**config.mk**
```make
export PLATFORM = sky130hd
export DESIGN_NAME = led_trail_pwm
export DESIGN_NICKNAME = d
export VERILOG_FILES = /design/src/rtl/led_trail_pwm.sv
export SDC_FILE = /design/constraint.sdc
export NUM_CORES = 1
export LEC_CHECK = 0
export CAP_MARGIN = 20
export CORE_MARGIN = 10
export CORE_UTILIZATION = 35
export DETAILED_ROUTE_END_ITERATION = 10
export GPL_TIMING_DRIVEN = 0
export PLACE_DENSITY = 0.63
export SLEW_MARGIN = 25
export SYNTH_ARGS = -nofsm -noshare
export SYNTH_HDL_FRONTEND = slang
export SYNTH_SLANG_ARGS = --single-unit
```
**constraint.sdc**
```tcl
create_clock -name i_clk -period 1.88 [get_ports i_clk]
set_clock_uncertainty 0.15 [all_clocks]
set_input_delay 0.376 -clock i_clk [delete_from_list [all_inputs] [get_ports i_clk]]
set_output_delay 0.376 -clock i_clk [all_outputs]
set_load 0.02 [all_outputs]
```
**src/rtl/led_trail_pwm.sv**
```systemverilog
// Comet-tail LED driver: the lit LED is full-on, previously lit LEDs fade by
// DECAY on every step, and each LED is pulse-width modulated from its brightness.
module led_trail_pwm #(
    parameter int PWM_BITS = 4,
    parameter int DECAY    = 4,
    parameter int N_LED    = 8
) (
    input  logic             i_clk,
    input  logic             i_reset,
    input  logic             i_enable,
    input  logic             i_step,
    input  logic [N_LED-1:0] i_pattern,
    output logic [N_LED-1:0] o_led,
    output logic             o_frame
);

    localparam logic [PWM_BITS-1:0] MAX = {PWM_BITS{1'b1}};
    localparam logic [PWM_BITS-1:0] DEC = PWM_BITS'(DECAY);

    logic [PWM_BITS-1:0] br      [N_LED];
    logic [PWM_BITS-1:0] br_next [N_LED];
    logic [PWM_BITS-1:0] pwm_cnt;
    logic [N_LED-1:0]    led_next;

    // A set pattern bit wins over a simultaneous step; decay saturates at zero.
    always_comb begin
        for (int k = 0; k < N_LED; k++) begin
            br_next[k] = br[k];
            if (i_pattern[k]) begin
                br_next[k] = MAX;
            end else if (i_step) begin
                br_next[k] = (br[k] > DEC) ? br[k] - DEC : '0;
            end
        end
    end

    // MAX is forced to 100% duty, since br > pwm_cnt alone would drop one cycle.
    always_comb begin
        led_next = '0;
        for (int k = 0; k < N_LED; k++) begin
            led_next[k] = i_enable & ((br[k] == MAX) | (br[k] > pwm_cnt));
        end
    end

    always_ff @(posedge i_clk) begin
        if (i_reset) begin
            for (int k = 0; k < N_LED; k++) begin
                br[k] <= '0;
            end
            pwm_cnt <= '0;
            o_led   <= '0;
            o_frame <= 1'b0;
        end else begin
            for (int k = 0; k < N_LED; k++) begin
                br[k] <= br_next[k];
            end
            pwm_cnt <= i_enable ? pwm_cnt + 1'b1 : '0;
            o_led   <= led_next;
            o_frame <= i_enable & (pwm_cnt == MAX);
        end
    end

endmodule
```
==> summary.md, run 1 <==
| Metric | Value |
|---|---|
| Clock Sink Count | `37` |
| Total grt overflow | `0` |
| Number of stages on the worst setup path | `1` |
| DRC errors left | `0` |
| Hold path depth | `2` |
| Routability congestion estimate | `0.820` |
| Level count of the clock H-tree | `2` |
| Via count of the routed design | `1943` |
| Critical-path maximum fanout | `1` |
| Number of antenna violations at the first check in global routing | `0` |
| Post-route total power | `0.00192 W` |
| Number of cells produced by synthesis | `253` |
| Number of distinct library cells after synthesis | `23` |
| Routed WL | `5260 um` |
| Number of max-slew violations in the final report | `0` |
| Run status | `completed` |
| Path type of the worst setup path | `flip-flop to primary output` |
| Count of hold-fix buffers inserted at cts | `0` |
| Detail-routed net length per standard cell | `14.7 um` |
| Number of detailed-routing iterations run before antenna repair | `4` |
| Endpoint kind of the worst setup timing path | `primary output` |
| Root Buffer | `sky130_fd_sc_hd__clkbuf_8` |
| Die area | `10600 um^2` |
| Number of nets in the synthesized netlist | `314` |
| Via count of the first global-routing pass | `1912` |
| Combined buffer and inverter count along the critical path | `1` |
| Layout overhead on the synthesized area | `15.2%` |
| Post-cts repair resize count | `0` |
| Post-synthesis register bit count | `37` |
| Crit path capture | `o_led[3]` |
| Setup TNS | `0 ns` |
| Worst slew margin | `0.617` |
| Number of buffers inserted during clock tree synthesis | `5` |
| Critical Path Source | `o_led[3]` |
| Dominant synthesized flop cell | `sky130_fd_sc_hd__dfxtp_1` |
| Number of enable-type register cells in the synthesized netlist | `0` |
| Slowest cell on the critical path | `sky130_fd_sc_hd__clkdlybuf4s50_1` |
| Sequential area share after synthesis | `0.307` |
| Synthesized area divided by synthesized cell count | `9.55 um^2` |
| Number of nets with antenna violations after routing | `0` |
| Per-cell via count in the routed design | `5.43` |
| Source-to-sink clock delay at the later pin of the worst-skew pair | `0.29 ns` |
| TritonCTS clock tree | `done` |
| Delay contributed by the slowest stage of the critical path | `0.60 ns` |
| Area of the core | `6760 um^2` |
| Cell depth of the worst flop-to-flop path | `4` |
| Layout cells sized above 1 | `0.112` |
| Chain of cells forming the critical path | `clkdlybuf4s50_1` |
| Total standard cell area after synthesis | `2420 um^2` |
| Iteration-0 DRC Markers | `112` |
| N_diodes | `0` |
| Nets@finish | `339` |
| Vert. Die Dim | `103 um` |
| Count of input and output buffers | `18` |
| RSZ-0062 raised after global routing | `false` |
| Slew at the pin with the worst max-slew slack | `0.575 ns` |
| Worst reg2reg endpoint | `o_led[6]` |
| Largest area contributor in the netlist | `sky130_fd_sc_hd__dfxtp_1` |
| Startpoint type of the worst setup path | `flip-flop` |
| HPWL after detailed placement | `3780 um` |
| Total routing resource utilization after global routing | `0.107` |
| Initial Utilization | `0.358` |
| Max-cap viol count | `0` |
| # rows | `30` |
| Pwr Density | `689 nW/um^2` |
| Worst min-delay path class | `input pin to flip-flop` |
| Clock tree buffer depth | `2` |
| Final count of negative-setup-slack endpoints | `0` |
| Final cycle utilization of the critical path | `0.919` |
| Fill cell instance count of the final layout | `674` |
| Setup slack of the worst register-to-register path | `0.17 ns` |
| Clock input transition at the sequential cells of the worst setup and hold paths | `0.07 ns` |
| Kind of cell adding the most delay to the critical path | `buffers and inverters` |
| Ports | `21` |
| Largest cells by area after synthesis | `sky130_fd_sc_hd__dfxtp_1, sky130_fd_sc_hd__ha_1, sky130_fd_sc_hd__a21oi_1` |
| Setup Buffers After CTS | `0` |
| Die width | `103 um` |
| Final worst hold slack | `0.126 ns` |
| Worst path required time | `1.35 ns` |
| Beginning of the worst register-to-register path | `pwm_cnt[3]` |
| First-pass GRT wire length | `8830 um` |
| Arr. time, crit path | `1.20 ns` |
| Yosys synthesis warning count | `0` |
| Min Tclk post-route | `1.73 ns` |
| Proportion of netlist area held by the largest area contributor | `0.307` |
| Pin count of the biggest net entering global routing | `12` |
| Final hold violations | `0` |
| Share of synthesized flip-flops with an asynchronous set or reset | `0` |
| Maximum clock frequency | `0.578 GHz` |
| Maximum vdd drop | `277 uV` |
| LEAKAGE | `1.16 nW` |
==> Yosys cell counts (8+ instances only) <==
master,number
sky130_fd_sc_hd__dfxtp_1,37
sky130_fd_sc_hd__nand4_1,8
sky130_fd_sc_hd__a21oi_1,48
sky130_fd_sc_hd__a221oi_1,8
sky130_fd_sc_hd__mux2_2,8
sky130_fd_sc_hd__inv_1,28
sky130_fd_sc_hd__nand3b_1,8
sky130_fd_sc_hd__nand3_1,10
sky130_fd_sc_hd__nor2b_1,8
sky130_fd_sc_hd__o211ai_1,8
sky130_fd_sc_hd__ha_1,49
==> how the worst min path moves through the flow <==
| stage | startpoint | endpoint | slack (ns) |
|---|---|---|---|
| 4_1_cts | i_reset | br[1][7] | 0.12 |
| 3_3_place_gp | pwm_cnt[3] | o_frame | 0.31 |
| 3_5_place_dp | pwm_cnt[3] | o_frame | 0.31 |
| 6_report | i_reset | br[0][0] | 0.13 |
| 5_1_grt | i_reset | br[1][7] | 0.13 |
| 2_1_floorplan | pwm_cnt[3] | o_frame | 0.29 |
==> power by group <==
| group | leakage, nW | internal, W | switching, W |
|---|---|---|---|
| Clock | 0.0443 | 0.000291 | 0.000289 |
| Combinational | 0.803 | 0.000217 | 0.000214 |
| Sequential | 0.307 | 0.000840 | 0.0000680 |
==> final cells by class <==
cell class | instances | area [um^2] | area share
repair buffers | 18 | 180 | 0.0647
flip-flops and latches | 37 | 741 | 0.266
multi-input cells | 179 | 1500 | 0.539
well taps | 80 | 100 | 0.0360
clock buffers | 7 | 86.3 | 0.0310
plain buffers | 8 | 65.1 | 0.0234
inverters | 29 | 111 | 0.0400
==> per-stage QoR <==
stage          setup WS, ns  instances  instance area, um^2   util
2_1_floorplan         0.441        253                 2420      -
3_3_place_gp          0.178        351                 2700  0.399
3_5_place_dp          0.140        351                 2700  0.399
4_1_cts               0.124        358                 2780  0.412
5_1_grt              0.0585        358                 2780  0.412
6_report              0.151        358                 2780  0.412
==> kinds of logic after synthesis <==
| family | after synthesis | share of synthesized area |
|---|---|---|
| fa+ha+maj | 49 | 0.254 |
| xor+xnor | 2 | 0.00725 |
| simple gates | 40 | 0.100 |
| mux | 8 | 0.0373 |
| buf+inv | 37 | 0.0730 |
| flops | 37 | 0.307 |
| compound gates | 80 | 0.222 |
==> per-layer routing <==
layer  up-vias  GRT usage  share of wire
li1        988          -              -
met1       915      0.122           0.44
met2        33      0.190           0.50
met3         7     0.0241          0.040
met4         0     0.0353          0.014
met5         -          0              0
==> layout by cell type, fill, tap and decap left out, drive strengths merged <==
cell	instances
a211oi	8
buf	6
dfxtp	37
nand2b	1
nand4	8
clkbuf	9
nor2b	8
a21oi	48
clkdlybuf4s50	18
xnor2	2
o211ai	8
nand3	10
a221oi	8
o31ai	8
nand3b	8
inv	29
nor2	5
mux2	8
ha	49
==> state kept, by name (all words and copies together), names as in the netlist <==
register	count
br	24
pwm_cnt	4
o_led	8
o_frame	1
Power figures use the tool's default switching activity.
==> run 2, diff against run 1 <==
--- a/config.mk
+++ b/config.mk
@@ -6,9 +6,10 @@
 export NUM_CORES = 1
 export LEC_CHECK = 0
 export CAP_MARGIN = 20
-export CORE_MARGIN = 10
+export CORE_MARGIN = 2
 export CORE_UTILIZATION = 35
 export DETAILED_ROUTE_END_ITERATION = 10
+export GPL_ROUTABILITY_DRIVEN = 1
 export GPL_TIMING_DRIVEN = 0
 export PLACE_DENSITY = 0.63
 export SLEW_MARGIN = 25
==> summary.md, run 2 (same netlist as run 1, synthesis figures left out) <==
| Metric | Value |
|---|---|
| Run status | `completed` |
| Pin count of the biggest net entering global routing | `12 (unchanged)` |
| Minimum setup slack after placement | `0.132 ns (-0.00824 ns)` |
| Total routing resource utilization after global routing | `0.149 (+0.0424)` |
| Root Buffer | `sky130_fd_sc_hd__clkbuf_8` |
| RSZ-0062 raised after global routing | `false` |
| Detail-routed net length per standard cell | `14.4 um (-2.3%)` |
| Chain of cells forming the critical path | `inv_1 -> ha_1 -> nor2b_1 -> o211ai_1 -> a211oi_1` |
| Worst min-delay path class | `input pin to flip-flop` |
| Layout overhead on the synthesized area | `15.2% (unchanged)` |
| Endpoint kind of the worst setup timing path | `flip-flop` |
| Max-cap viol count | `0 (unchanged)` |
| Nets@finish | `339 (unchanged)` |
| Clock input transition at the sequential cells of the worst setup and hold paths | `0.07 ns (about the same)` |
| Total grt overflow | `0 (unchanged)` |
| Switching pwr | `0.000566 W (-0.86%)` |
| Number of antenna violations at the first check in global routing | `0 (unchanged)` |
| Maximum clock frequency | `0.577 GHz (-0.18%)` |
| Via count of the routed design | `1940 (-0.15%)` |
| Startpoint type of the worst setup path | `flip-flop` |
| Worst slew margin | `0.617 (about the same)` |
| Per-cell via count in the routed design | `5.42 (-0.15%)` |
| Pwr Density | `688 nW/um^2 (-0.27%)` |
| Area of the core | `6720 um^2 (-0.56%)` |
| Routability congestion estimate | `0.784 (-4.4%)` |
| Worst path required time | `1.91 ns (+0.56 ns)` |
| Cell Int Power | `0.00135 W (about the same)` |
| Number of buffers inserted during clock tree synthesis | `5 (unchanged)` |
| Most frequent standard cell in the layout excluding fill and tap cells | `sky130_fd_sc_hd__ha_1` |
| Source-to-sink clock delay at the later pin of the worst-skew pair | `0.29 ns (about the same)` |
| Initial Utilization | `0.360 (+0.00200)` |
| # rows | `30 (unchanged)` |
| DRC errors left | `0 (unchanged)` |
| Setup slack of the critical path after layout | `0.148 ns (-0.00319 ns)` |
| Cell depth of the worst flop-to-flop path | `5 (+1)` |
| N_diodes | `0 (unchanged)` |
| Delay contributed by the slowest stage of the critical path | `0.38 ns (-0.22 ns)` |
| Maximum vdd drop | `284 uV (+2.6%)` |
| Via count of the first global-routing pass | `1874 (-2.0%)` |
| Die width | `87.1 um (-16%)` |
| Comb pwr share | `0.225 (about the same)` |
| Slew at the pin with the worst max-slew slack | `0.574 ns (-0.000866 ns)` |
| Flip-flop count of the largest register, all copies and words added | `24 (unchanged)` |
| Final hold violations | `0 (unchanged)` |
| Largest reg by FF count | `br` |
| Count of input and output buffers | `18 (unchanged)` |
| Iteration-0 DRC Markers | `55 (-51%)` |
| Hold path depth | `2 (unchanged)` |
| Vert. Die Dim | `87.1 um (-16%)` |
| First-pass GRT wire length | `8710 um (-1.3%)` |
| Routed WL | `5140 um (-2.3%)` |
| Portion of total power attributed to sequential cells | `0.475 (+0.002)` |
| Highest-count cells in the layout ignoring fill and taps | `sky130_fd_sc_hd__ha_1, sky130_fd_sc_hd__a21oi_1, sky130_fd_sc_hd__dfxtp_1` |
| Post-cts repair resize count | `0 (unchanged)` |
| TritonCTS clock tree | `done` |
| Layout cells sized above 1 | `0.112 (unchanged)` |
| Setup TNS | `0 ns (unchanged)` |
| Number of max-slew violations in the final report | `0 (unchanged)` |
| Clock tree buffer depth | `2 (unchanged)` |
| Number of nets with antenna violations after routing | `0 (unchanged)` |
| Clock Sink Count | `37 (unchanged)` |
| Path type of the worst setup path | `flip-flop to flip-flop` |
| LEAKAGE | `1.16 nW (unchanged)` |
| Clock share of power | `0.299 (-0.003)` |
| Sw Share | `0.296 (-0.00178)` |
| Level count of the clock H-tree | `2 (unchanged)` |
| Number of detailed-routing iterations run before antenna repair | `4 (unchanged)` |
| Final count of negative-setup-slack endpoints | `0 (unchanged)` |
| Largest registers | `br (24), o_led (8), pwm_cnt (4)` |
| Die area | `7580 um^2 (-29%)` |
| Count of hold-fix buffers inserted at cts | `0 (unchanged)` |
| Ports | `21 (unchanged)` |
| Setup Buffers After CTS | `0 (unchanged)` |
| Critical-path maximum fanout | `8 (+7)` |
| Slowest cell on the critical path | `sky130_fd_sc_hd__ha_1` |
| Final cycle utilization of the critical path | `0.921 (+0.00170)` |
| Min Tclk post-route | `1.73 ns (+0.00319 ns)` |
| Arr. time, crit path | `1.77 ns (+0.57 ns)` |
| HPWL after detailed placement | `3710 um (-1.9%)` |
==> run 2: cell counts in the layout (fill, tap and decap cells not counted) <==
Identical to the previous run, type by type.
==> run 2: routing by layer <==
layer  up-vias  part of all wire  GRT usage
li1        981                 -          -
met1       915              0.45      0.182
met2        36              0.49      0.253
met3         8             0.046     0.0332
met4         0             0.017     0.0597
met5         -                 0          0
==> run 2: per-stage QoR <==
| stage | power (W) | hold WS (ns) | utilization | instances | instance area [um^2] |
|---|---|---|---|---|---|
| 3_5_place_dp | 0.00136 | 0.304 | 0.401 | 351 | 2700 |
| 4_1_cts | 0.00193 | 0.133 | 0.414 | 358 | 2780 |
| 3_3_place_gp | 0.00134 | 0.300 | 0.401 | 351 | 2700 |
| 6_report | 0.00191 | 0.134 | 0.414 | 358 | 2780 |
| 5_1_grt | 0.00203 | 0.134 | 0.414 | 358 | 2780 |
| 2_1_floorplan | 0.00123 | 0.286 | - | 253 | 2420 |
==> run 2: final timing paths <==
check,start,slack [ns],endpoint
setup / recovery,pwm_cnt[1],0.15,o_led[3]
hold / removal,i_reset,0.13,br[0][4]
setup reg to reg,pwm_cnt[1],0.15,o_led[3]
hold reg to reg,pwm_cnt[3],0.31,o_frame
==> run 2: cell type report <==
class                   count  area, um^2
flip-flops and latches     37         741
fillers                   646        3940
repair buffers             18         180
well taps                  80         100
multi-input cells         179        1500
inverters                  29         111
clock buffers               7        86.3
plain buffers               8        65.1
==> run 2: critical path, delay by kind of cell (launching register included) <==
family | cells | cell delay [ns]
compound gates | 2 | 0.38
fa+ha+maj | 1 | 0.38
buf+inv | 1 | 0.22
flops | 1 | 0.35
simple gates | 1 | 0.14
==> run 2: power groups by stage <==
stage / combinational (W) / sequential, W / clock (W)
after floorplan: 0.000299 / 0.000927 / 0
after global placement: 0.000417 / 0.000924 / 0
after detailed placement: 0.000435 / 0.000928 / 0
after CTS: 0.000437 / 0.000909 / 0.000587
after global routing: 0.000491 / 0.000920 / 0.000619
final: 0.000431 / 0.000910 / 0.000573
